--- src/rtl/dot_accum16_pkg.sv ---
// Shared types and widths for the dot-product accumulator.
// Imported by dot_accum16 and its saturating adder.
package dot_accum_pkg;

  typedef enum logic [1:0] {
    IDLE  = 2'd0,
    ACCUM = 2'd1,
    DONE  = 2'd2
  } state_t;

  localparam int CNT_W  = 8;
  localparam int PROD_W = 32;

endpackage : dot_accum_pkg

--- src/rtl/dot_accum16_sat_add.sv ---
// Unsigned ACC_W-bit saturating adder: accumulator plus a zero-extended product.
// Purely combinational; a carry-out clamps the sum to all ones.
module sat_add
  import dot_accum_pkg::*;
#(
  parameter int ACC_W = 40
) (
  input  logic [ACC_W-1:0]  a,
  input  logic [PROD_W-1:0] b,
  output logic [ACC_W-1:0]  sum,
  output logic              sat
);

  logic [ACC_W:0] wide_sum;

  // One spare bit catches the carry; an all-ones input only stays all ones.
  assign wide_sum = {1'b0, a} + (ACC_W + 1)'(b);
  assign sat      = wide_sum[ACC_W];
  assign sum      = sat ? {ACC_W{1'b1}} : wide_sum[ACC_W-1:0];

endmodule : sat_add

--- src/rtl/dot_accum16.sv ---
// Accumulates N_TERMS unsigned products into a saturating sum and
// presents it on a valid/ready output, holding it until taken.
module dot_accum16
  import dot_accum_pkg::*;
#(
  parameter int N_TERMS = 8,
  parameter int ACC_W   = 40
) (
  input  logic              clk,
  input  logic              rst_n,
  input  logic              start,
  input  logic              in_valid,
  output logic              in_ready,
  input  logic [PROD_W-1:0] product,
  output logic              out_valid,
  input  logic              out_ready,
  output logic [ACC_W-1:0]  result,
  output logic              overflow,
  output logic              busy,
  output logic [CNT_W-1:0]  count
);

  localparam logic [CNT_W-1:0] LAST_CNT = CNT_W'(N_TERMS - 1);

  state_t             state_reg;
  logic [ACC_W-1:0]   acc_reg;
  logic [CNT_W-1:0]   count_reg;
  logic               ovf_reg;

  logic [ACC_W-1:0]   add_sum;
  logic               add_sat;

  sat_add #(
    .ACC_W (ACC_W)
  ) u_sat_add (
    .a   (acc_reg),
    .b   (product),
    .sum (add_sum),
    .sat (add_sat)
  );

  always_ff @(posedge clk or negedge rst_n) begin
    if (!rst_n) begin
      state_reg <= IDLE;
      acc_reg   <= '0;
      count_reg <= '0;
      ovf_reg   <= 1'b0;
    end else begin
      case (state_reg)
        IDLE: begin
          if (start) begin
            acc_reg   <= '0;
            count_reg <= '0;
            ovf_reg   <= 1'b0;
            state_reg <= ACCUM;
          end
        end
        ACCUM: begin
          // in_ready is implied by the state, so in_valid alone is a transfer.
          if (in_valid) begin
            acc_reg   <= add_sum;
            ovf_reg   <= ovf_reg | add_sat;
            count_reg <= count_reg + 1'b1;
            if (count_reg == LAST_CNT) begin
              state_reg <= DONE;
            end
          end
        end
        DONE: begin
          if (out_ready) begin
            if (start) begin
              acc_reg   <= '0;
              count_reg <= '0;
              ovf_reg   <= 1'b0;
              state_reg <= ACCUM;
            end else begin
              state_reg <= IDLE;
            end
          end
        end
        default: begin
          state_reg <= IDLE;
        end
      endcase
    end
  end

  // Handshake outputs come straight from the state register.
  assign in_ready  = (state_reg == ACCUM);
  assign busy      = (state_reg == ACCUM);
  assign out_valid = (state_reg == DONE);
  assign result    = acc_reg;
  assign overflow  = ovf_reg;
  assign count     = count_reg;

endmodule : dot_accum16

--- config.mk ---
export PLATFORM = sky130hd
export DESIGN_NAME = dot_accum16
export DESIGN_NICKNAME = d
export VERILOG_FILES = /design/src/rtl/dot_accum16_pkg.sv /design/src/rtl/dot_accum16_sat_add.sv /design/src/rtl/dot_accum16.sv
export SDC_FILE = /design/constraint.sdc
export NUM_CORES = 1
export LEC_CHECK = 0
export CAP_MARGIN = 40
export CELL_PAD_IN_SITES_DETAIL_PLACEMENT = 0
export CELL_PAD_IN_SITES_GLOBAL_PLACEMENT = 1
export CORE_ASPECT_RATIO = 1.75
export CORE_MARGIN = 2
export CORE_UTILIZATION = 35
export CTS_CLUSTER_DIAMETER = 80
export CTS_CLUSTER_SIZE = 14
export DETAILED_ROUTE_END_ITERATION = 10
export PLACE_DENSITY_LB_ADDON = 0.1
export SLEW_MARGIN = 5
export SYNTH_ARGS = -nofsm -noshare
export SYNTH_HDL_FRONTEND = slang
export SYNTH_HIERARCHICAL = 1
export SYNTH_SLANG_ARGS = --single-unit
--- constraint.sdc ---
create_clock -name clk -period 3.5 [get_ports clk]
set_clock_uncertainty 0.2 [all_clocks]
set_input_delay 0.7 -clock clk [delete_from_list [all_inputs] [get_ports clk]]
set_output_delay 0.7 -clock clk [all_outputs]
set_load 0.02 [all_outputs]
==> impl_metrics.py, run 1 <==
metrics = {
    "grt": {
        "grt_start_max_net_pins": 52,
        "grt_pass1_wl_um": 21700,
        "first_global_vias": 4500,
        "gr-usage-met2": 0.402,
        "gr-max-usage-layer": "met2",
        "grt_util_met1": 0.224,
        "met3_usage": 0.0210,
        "global_route.overflow_total": 0,
        "antenna_violations_before_repair": 0,
        "track_usage": 0.208,
    },
    "synthesis": {
        "ys_warn_count": 6,
        "ys.flop_type": "sky130_fd_sc_hd__dfrtp_1",
        "synth_area_per_cell_um2": 8.52,
        "synthesis.area_um2": 4260,
        "post_synthesis_sequential_area_ratio": 0.300,
        "synth.top_cell.area_share": 0.300,
        "syn-num-nets": 571,
        "netlist_instances": 500,
        "yosys_cell_types": 64,
        "synth_top_area_cell": "sky130_fd_sc_hd__dfrtp_1",
        "synth_enable_flop_cells": 0,
        "synth-async-reset-ratio": 1.00,
        "yosys-top-cells-area": "sky130_fd_sc_hd__dfrtp_1 (30%), sky130_fd_sc_hd__ha_1 (9.7%), sky130_fd_sc_hd__a22o_1 (8.4%)",
        "ys_ff_latch": 51,
    },
    "place": {
        "placement.io_buffers": 88,
        "dp_cells": 786,
        "gp_routability_congestion": 0.875,
        "place_hpwl_um": 10400,
    },
    "power": {
        "power.leakage_nw": 2.85,
        "post-layout-total-power_mw": 5.89,
        "power_per_cell_area_nw_per_um2": 946,
        "maximum_vdd_drop_uv": 408,
    },
    "timing": {
        "timing.final.setup_violations": 0,
        "final.period_utilization": 0.978,
        "slew_violations": 0,
        "report.final.hold_viol_count": 0,
        "slew_headroom": 0.533,
        "finalHoldWorstSlack_ns": 0.320,
        "tightestPinTransition_ns": 0.701,
        "fmax_ghz": 0.292,
        "final_critical_delay_including_setup_and_external_delays_ns": 3.42,
    },
    "outcome": {
        "run_status": "finished, final reports clean",
    },
    "floorplan": {
        "die_h_um": 150,
        "die_area_um2": 13100,
        "pin_count": 89,
        "design.core.area_um2": 11900,
        "initial_core_util": 0.357,
        "core.rowCount": 53,
        "chipWidth_um": 87.4,
    },
    "critical_path": {
        "cp-start-kind": "primary input",
        "crit_chain": "clkdlybuf4s50_1 > ha_4 > buf_4 > and3_4 > and3_1 > and3_1 > o211a_1 > o31a_1 > o21bai_2 > buf_6 > nand2_1 > mux2_2 > a22o_1",
        "worst-r2r-setup-slack_ns": 0.31,
        "timing.critical_path.required_ns": 3.49,
        "ff2ff_path_depth": 10,
        "cp_common_cell": "sky130_fd_sc_hd__and3_1",
        "critPathSlowestCell": "sky130_fd_sc_hd__clkdlybuf4s50_1",
        "critical_path_peak_fanout": 6,
        "timing.rr.start": "result[1]",
        "criticalPathCategory": "primary input to flip-flop",
        "ff_to_ff_end": "result[39]",
        "slowest_stage_delay_cp_ns": 0.51,
        "critical-path-top-delay-family": "compound AO/OA/AOI/OAI gates",
        "worstPathArrival_ns": 3.41,
        "cp-end-kind": "flip-flop",
        "critical_path.n_buffers_inverters": 3,
    },
    "route": {
        "totalWireLength_um": 13600,
        "first_pass_iters": 4,
        "drcViolationCount": 0,
        "dr_total_vias": 4444,
        "detail_route.vias_per_cell": 5.55,
        "final_antenna_net_count": 0,
        "routed_wire_length_per_instance_um": 17.0,
        "drt-initial-drc-count": 172,
    },
    "final_layout": {
        "layout.cells.non_filler": 801,
        "area.growth.synth_to_final_pct": 46.2,
        "final_layout_size_suffix_gt1_frac": 0.226,
        "commonest_cells_after_routing_fill_and_taps_aside": "sky130_fd_sc_hd__buf_4 (94), sky130_fd_sc_hd__clkdlybuf4s50_1 (80), sky130_fd_sc_hd__nand2_1 (72), sky130_fd_sc_hd__dfrtp_1 (51), sky130_fd_sc_hd__a22o_1 (41)",
        "post-route-util": 0.522,
        "layout.cells.most_common": "sky130_fd_sc_hd__buf_4",
        "num_antenna_cells": 0,
        "number_of_flip_flops_in_the_largest_register": 40,
        "final_net_count": 734,
    },
    "clocking": {
        "cts_bufs_inserted": 5,
        "clockRootBuffer": "sky130_fd_sc_hd__clkbuf_16",
        "holdBufCountCts": 0,
        "clock_tree.htree_level_count": 2,
        "cts.sinks": 51,
        "clk_pin_slew_ns": 0.08,
        "clkLatencyLatePin_ns": 0.31,
        "tritoncts": "yes",
        "cts_max_path_buffers": 2,
    },
    "job": {
        "max-cap-violations": 0,
    },
    "hold_path": {
        "hp-class": "primary input to async pin",
    },
}
## report_power, final
| group | leakage, nW | switching [mW] | internal, mW |
|---|---|---|---|
| Sequential | 0.651 | 0.248 | 0.816 |
| Clock | 0.0759 | 0.265 | 0.274 |
| Combinational | 2.13 | 2.10 | 2.19 |
| Total | 2.85 | 2.62 | 3.28 |
## final cells by class
type | count | area [um^2]
Multi-Input combinational cell | 410 | 2970
Clock buffer | 5 | 125
Sequential cell | 51 | 1280
Tap cell | 137 | 171
Fill cell | 1180 | 5710
Inverter | 11 | 41.3
Clock inverter | 3 | 28.8
Timing Repair Buffer | 184 | 1620
## repair_timing
item / in CTS / in global routing
buffers inserted: 4 / 3
pin swaps: 9 / 15
endpoints found under the setup margin: 22 / 17
resized for setup: 15 / 22
## worst max-delay path by stage
| stage | start | cells after the start | slack [ns] | end |
|---|---|---|---|---|
| after floorplan | product[0] | 12 | 0.02 | result[38] |
| after global placement | product[0] | 12 | -0.50 | result[38] |
| after detailed placement | product[0] | 12 | -0.53 | result[38] |
| after CTS | product[5] | 11 | 0.03 | result[39] |
| after global routing | product[19] | 13 | -0.009 | result[38] |
| final | product[19] | 13 | 0.08 | result[38] |
## synthesized netlist by cell type (5+ instances only)
cell	instances
sky130_fd_sc_hd__nand4_1	11
sky130_fd_sc_hd__o21a_1	8
sky130_fd_sc_hd__nand2_1	72
sky130_fd_sc_hd__a22o_1	41
sky130_fd_sc_hd__nor2_1	25
sky130_fd_sc_hd__nand3_1	17
sky130_fd_sc_hd__nor3_1	8
sky130_fd_sc_hd__nand2b_1	7
sky130_fd_sc_hd__dfrtp_1	51
sky130_fd_sc_hd__buf_2	6
sky130_fd_sc_hd__xor2_1	9
sky130_fd_sc_hd__a21o_1	10
sky130_fd_sc_hd__buf_4	7
sky130_fd_sc_hd__a21oi_1	43
sky130_fd_sc_hd__o21ai_0	25
sky130_fd_sc_hd__a211oi_1	6
sky130_fd_sc_hd__ha_1	33
sky130_fd_sc_hd__xnor2_1	18
sky130_fd_sc_hd__inv_1	10
sky130_fd_sc_hd__clkbuf_1	14
sky130_fd_sc_hd__and3_1	5
## through the flow
step | worst slack, ns | cell area (um^2) | setup TNS [ns]
finish | 0.0772 | 6230 | 0
floorplan | 0.0201 | 4270 | 0
CTS | 0.0310 | 6100 | 0
detailed placement | -0.527 | 5850 | -12.51
global placement | -0.499 | 5850 | -12.20
global route | -0.00887 | 6230 | -0.00887
## per-layer routing
| metal | part of all wire | wire (um) |
|---|---|---|
| met5 | 0 | 0 |
| met3 | 0.026 | 352 |
| met1 | 0.39 | 5260 |
| met4 | 0.028 | 385 |
| met2 | 0.56 | 7650 |
## kinds of logic (layout without fill, tap and decap cells)
| group | after synthesis | in the layout | synth area share |
|---|---|---|---|
| AO/OA/AOI/OAI | 171 | 171 | 0.288 |
| AND/OR/NAND/NOR | 171 | 171 | 0.194 |
| XOR/XNOR | 27 | 27 | 0.0555 |
| flip-flops | 51 | 51 | 0.300 |
| buffers and inverters | 39 | 203 | 0.0423 |
| multiplexers | 7 | 7 | 0.0188 |
| adder cells (fa/ha/maj) | 34 | 34 | 0.102 |
(Power assumes the default switching activity.)
==> run 2, diff against run 1 <==
- CORE_MARGIN: 2 -> 3
- SKIP_CTS_REPAIR_TIMING: unset -> 1
==> run 2 against run 1 <==
Register-to-register slack got worse by 0.03 ns. Non-clock buffer count shrank 9. Sequential power barely moved. Critical path depth fell by 1. Critical endpoint unchanged. Highest routed layer unchanged. First-iteration DRC count shrank 24%. Largest power group unchanged. Routed wire length shrank 0.88%. Core utilization grew 0.23 points.
==> impl_metrics.py, run 2 (synthesis results as in run 1) <==
metrics = {
    "clocking": {
        "clkLatencyLatePin_ns": 0.30,
        "cts_max_path_buffers": 2,
        "clock_tree.htree_level_count": 2,
        "tritoncts": "yes",
        "clockRootBuffer": "sky130_fd_sc_hd__clkbuf_16",
        "cts.sinks": 51,
        "cts_bufs_inserted": 5,
        "clk_pin_slew_ns": 0.08,
    },
    "floorplan": {
        "initial_core_util": 0.364,
        "design.core.area_um2": 11700,
        "die_area_um2": 13600,
        "core.rowCount": 52,
        "pin_count": 89,
        "die_h_um": 152,
        "chipWidth_um": 89.4,
    },
    "place": {
        "placement.io_buffers": 88,
        "place_ws_ns": -0.468,
        "gp_routability_congestion": 0.865,
        "place_hpwl_um": 10600,
        "placedInstanceArea_um2": 5800,
        "dp_cells": 778,
    },
    "final_layout": {
        "design_area_um2": 6140,
        "num_antenna_cells": 0,
        "number_of_flip_flops_in_the_largest_register": 40,
        "commonest_cells_after_routing_fill_and_taps_aside": "sky130_fd_sc_hd__buf_4 (85), sky130_fd_sc_hd__clkdlybuf4s50_1 (81), sky130_fd_sc_hd__nand2_1 (72), sky130_fd_sc_hd__dfrtp_1 (51), sky130_fd_sc_hd__a22o_1 (41)",
        "layout.cells.most_common": "sky130_fd_sc_hd__buf_4",
        "area.growth.synth_to_final_pct": 44.1,
        "final_net_count": 725,
        "layout.cells.non_filler": 790,
        "final_layout_size_suffix_gt1_frac": 0.214,
        "layout.filler_cells": 1131,
        "post-route-util": 0.524,
    },
    "grt": {
        "global_route.overflow_total": 0,
        "grt_pass1_wl_um": 21800,
        "grt_util_met1": 0.214,
        "first_global_vias": 4527,
        "gr-usage-met2": 0.393,
        "track_usage": 0.201,
        "gr-max-usage-layer": "met2",
        "grt_start_max_net_pins": 33,
        "antenna_violations_before_repair": 0,
        "met3_usage": 0.0222,
    },
    "timing": {
        "slew_violations": 0,
        "final_critical_delay_including_setup_and_external_delays_ns": 3.42,
        "fmax_ghz": 0.293,
        "tightestPinTransition_ns": 0.502,
        "timing.final.setup_violations": 0,
        "grt_setup_unrepaired": "true",
        "finalSetupTns_ns": 0,
        "final_critical_path_setup_slack_ns": 0.0845,
        "slew_headroom": 0.665,
        "final.period_utilization": 0.976,
        "finalHoldWorstSlack_ns": 0.153,
        "report.final.hold_viol_count": 0,
    },
    "critical_path": {
        "timing.critical_path.required_ns": 3.49,
        "critical_path_peak_fanout": 4,
        "crit_chain": "clkdlybuf4s50_1 > ha_1 > buf_4 > a21oi_2 > a211oi_2 > o211a_1 > o31a_1 > o21bai_2 > buf_6 > nand2_1 > mux2_2 > a22o_1",
        "critical_path.n_buffers_inverters": 3,
        "critical-path-top-delay-family": "compound AO/OA/AOI/OAI gates",
        "cp-end-kind": "flip-flop",
        "worstPathArrival_ns": 3.41,
        "slowest_stage_delay_cp_ns": 0.42,
        "cp-start-kind": "primary input",
        "criticalPathCategory": "primary input to flip-flop",
        "critPathSlowestCell": "sky130_fd_sc_hd__clkdlybuf4s50_1",
    },
    "route": {
        "drcViolationCount": 0,
        "drt-initial-drc-count": 130,
        "totalWireLength_um": 13500,
        "final_antenna_net_count": 0,
        "routed_wire_length_per_instance_um": 17.1,
        "detail_route.vias_per_cell": 5.53,
        "dr_total_vias": 4371,
        "first_pass_iters": 5,
    },
    "power": {
        "post-layout-total-power_mw": 5.80,
        "power_per_cell_area_nw_per_um2": 946,
        "power.leakage_nw": 2.83,
        "maximum_vdd_drop_uv": 416,
    },
    "job": {
        "max-cap-violations": 0,
    },
    "outcome": {
        "run_status": "finished, final reports clean",
    },
    "hold_path": {
        "hp-class": "primary input to async pin",
    },
}
-- run 2: per-layer routing --
metal | routed length [um] | part of all wire | up-vias
met4 | 242 | 0.018 | 0
met1 | 5090 | 0.38 | 2119
met5 | 0 | 0 | -
met2 | 7810 | 0.58 | 90
met3 | 384 | 0.028 | 19
li1 | - | - | 2143
-- run 2: power by group --
part	internal, mW	switching [mW]
logic	2.13	2.07
registers	0.816	0.250
clock network	0.274	0.266
-- run 2: layout make-up --
cell class / instances / area (um^2) / share of cell area
multi-input cells: 410 / 2940 / 0.479
inverters: 11 / 41.3 / 0.00673
repair buffers: 175 / 1560 / 0.254
clock inverters: 3 / 28.8 / 0.00469
well taps: 135 / 169 / 0.0275
clock buffers: 5 / 125 / 0.0204
flip-flops and latches: 51 / 1280 / 0.208
-- run 2: worst reg2reg max path: cells and delay by family (launching register included) --
| kind | cells | cell delay, ns |
|---|---|---|
| fa+ha+maj | 1 | 0.33 |
| simple gates | 1 | 0.05 |
| compound gates | 7 | 1.80 |
| flops | 1 | 0.44 |
| mux | 1 | 0.29 |
-- run 2: final timing paths --
check / start / end / slack (ns) / cells past startpoint
worst max-delay path: product[7] / result[38] / 0.08 / 12
worst min-delay path: rst_n / result[5] / 0.15 / 1
worst max register to register: result[1] / result[39] / 0.28 / 10
worst min register to register: count[7] / count[7] / 0.32 / 1
max in group asynchronous: rst_n / result[32] / 2.13 / 2
min in group clk: count[7] / count[7] / 0.32 / 1
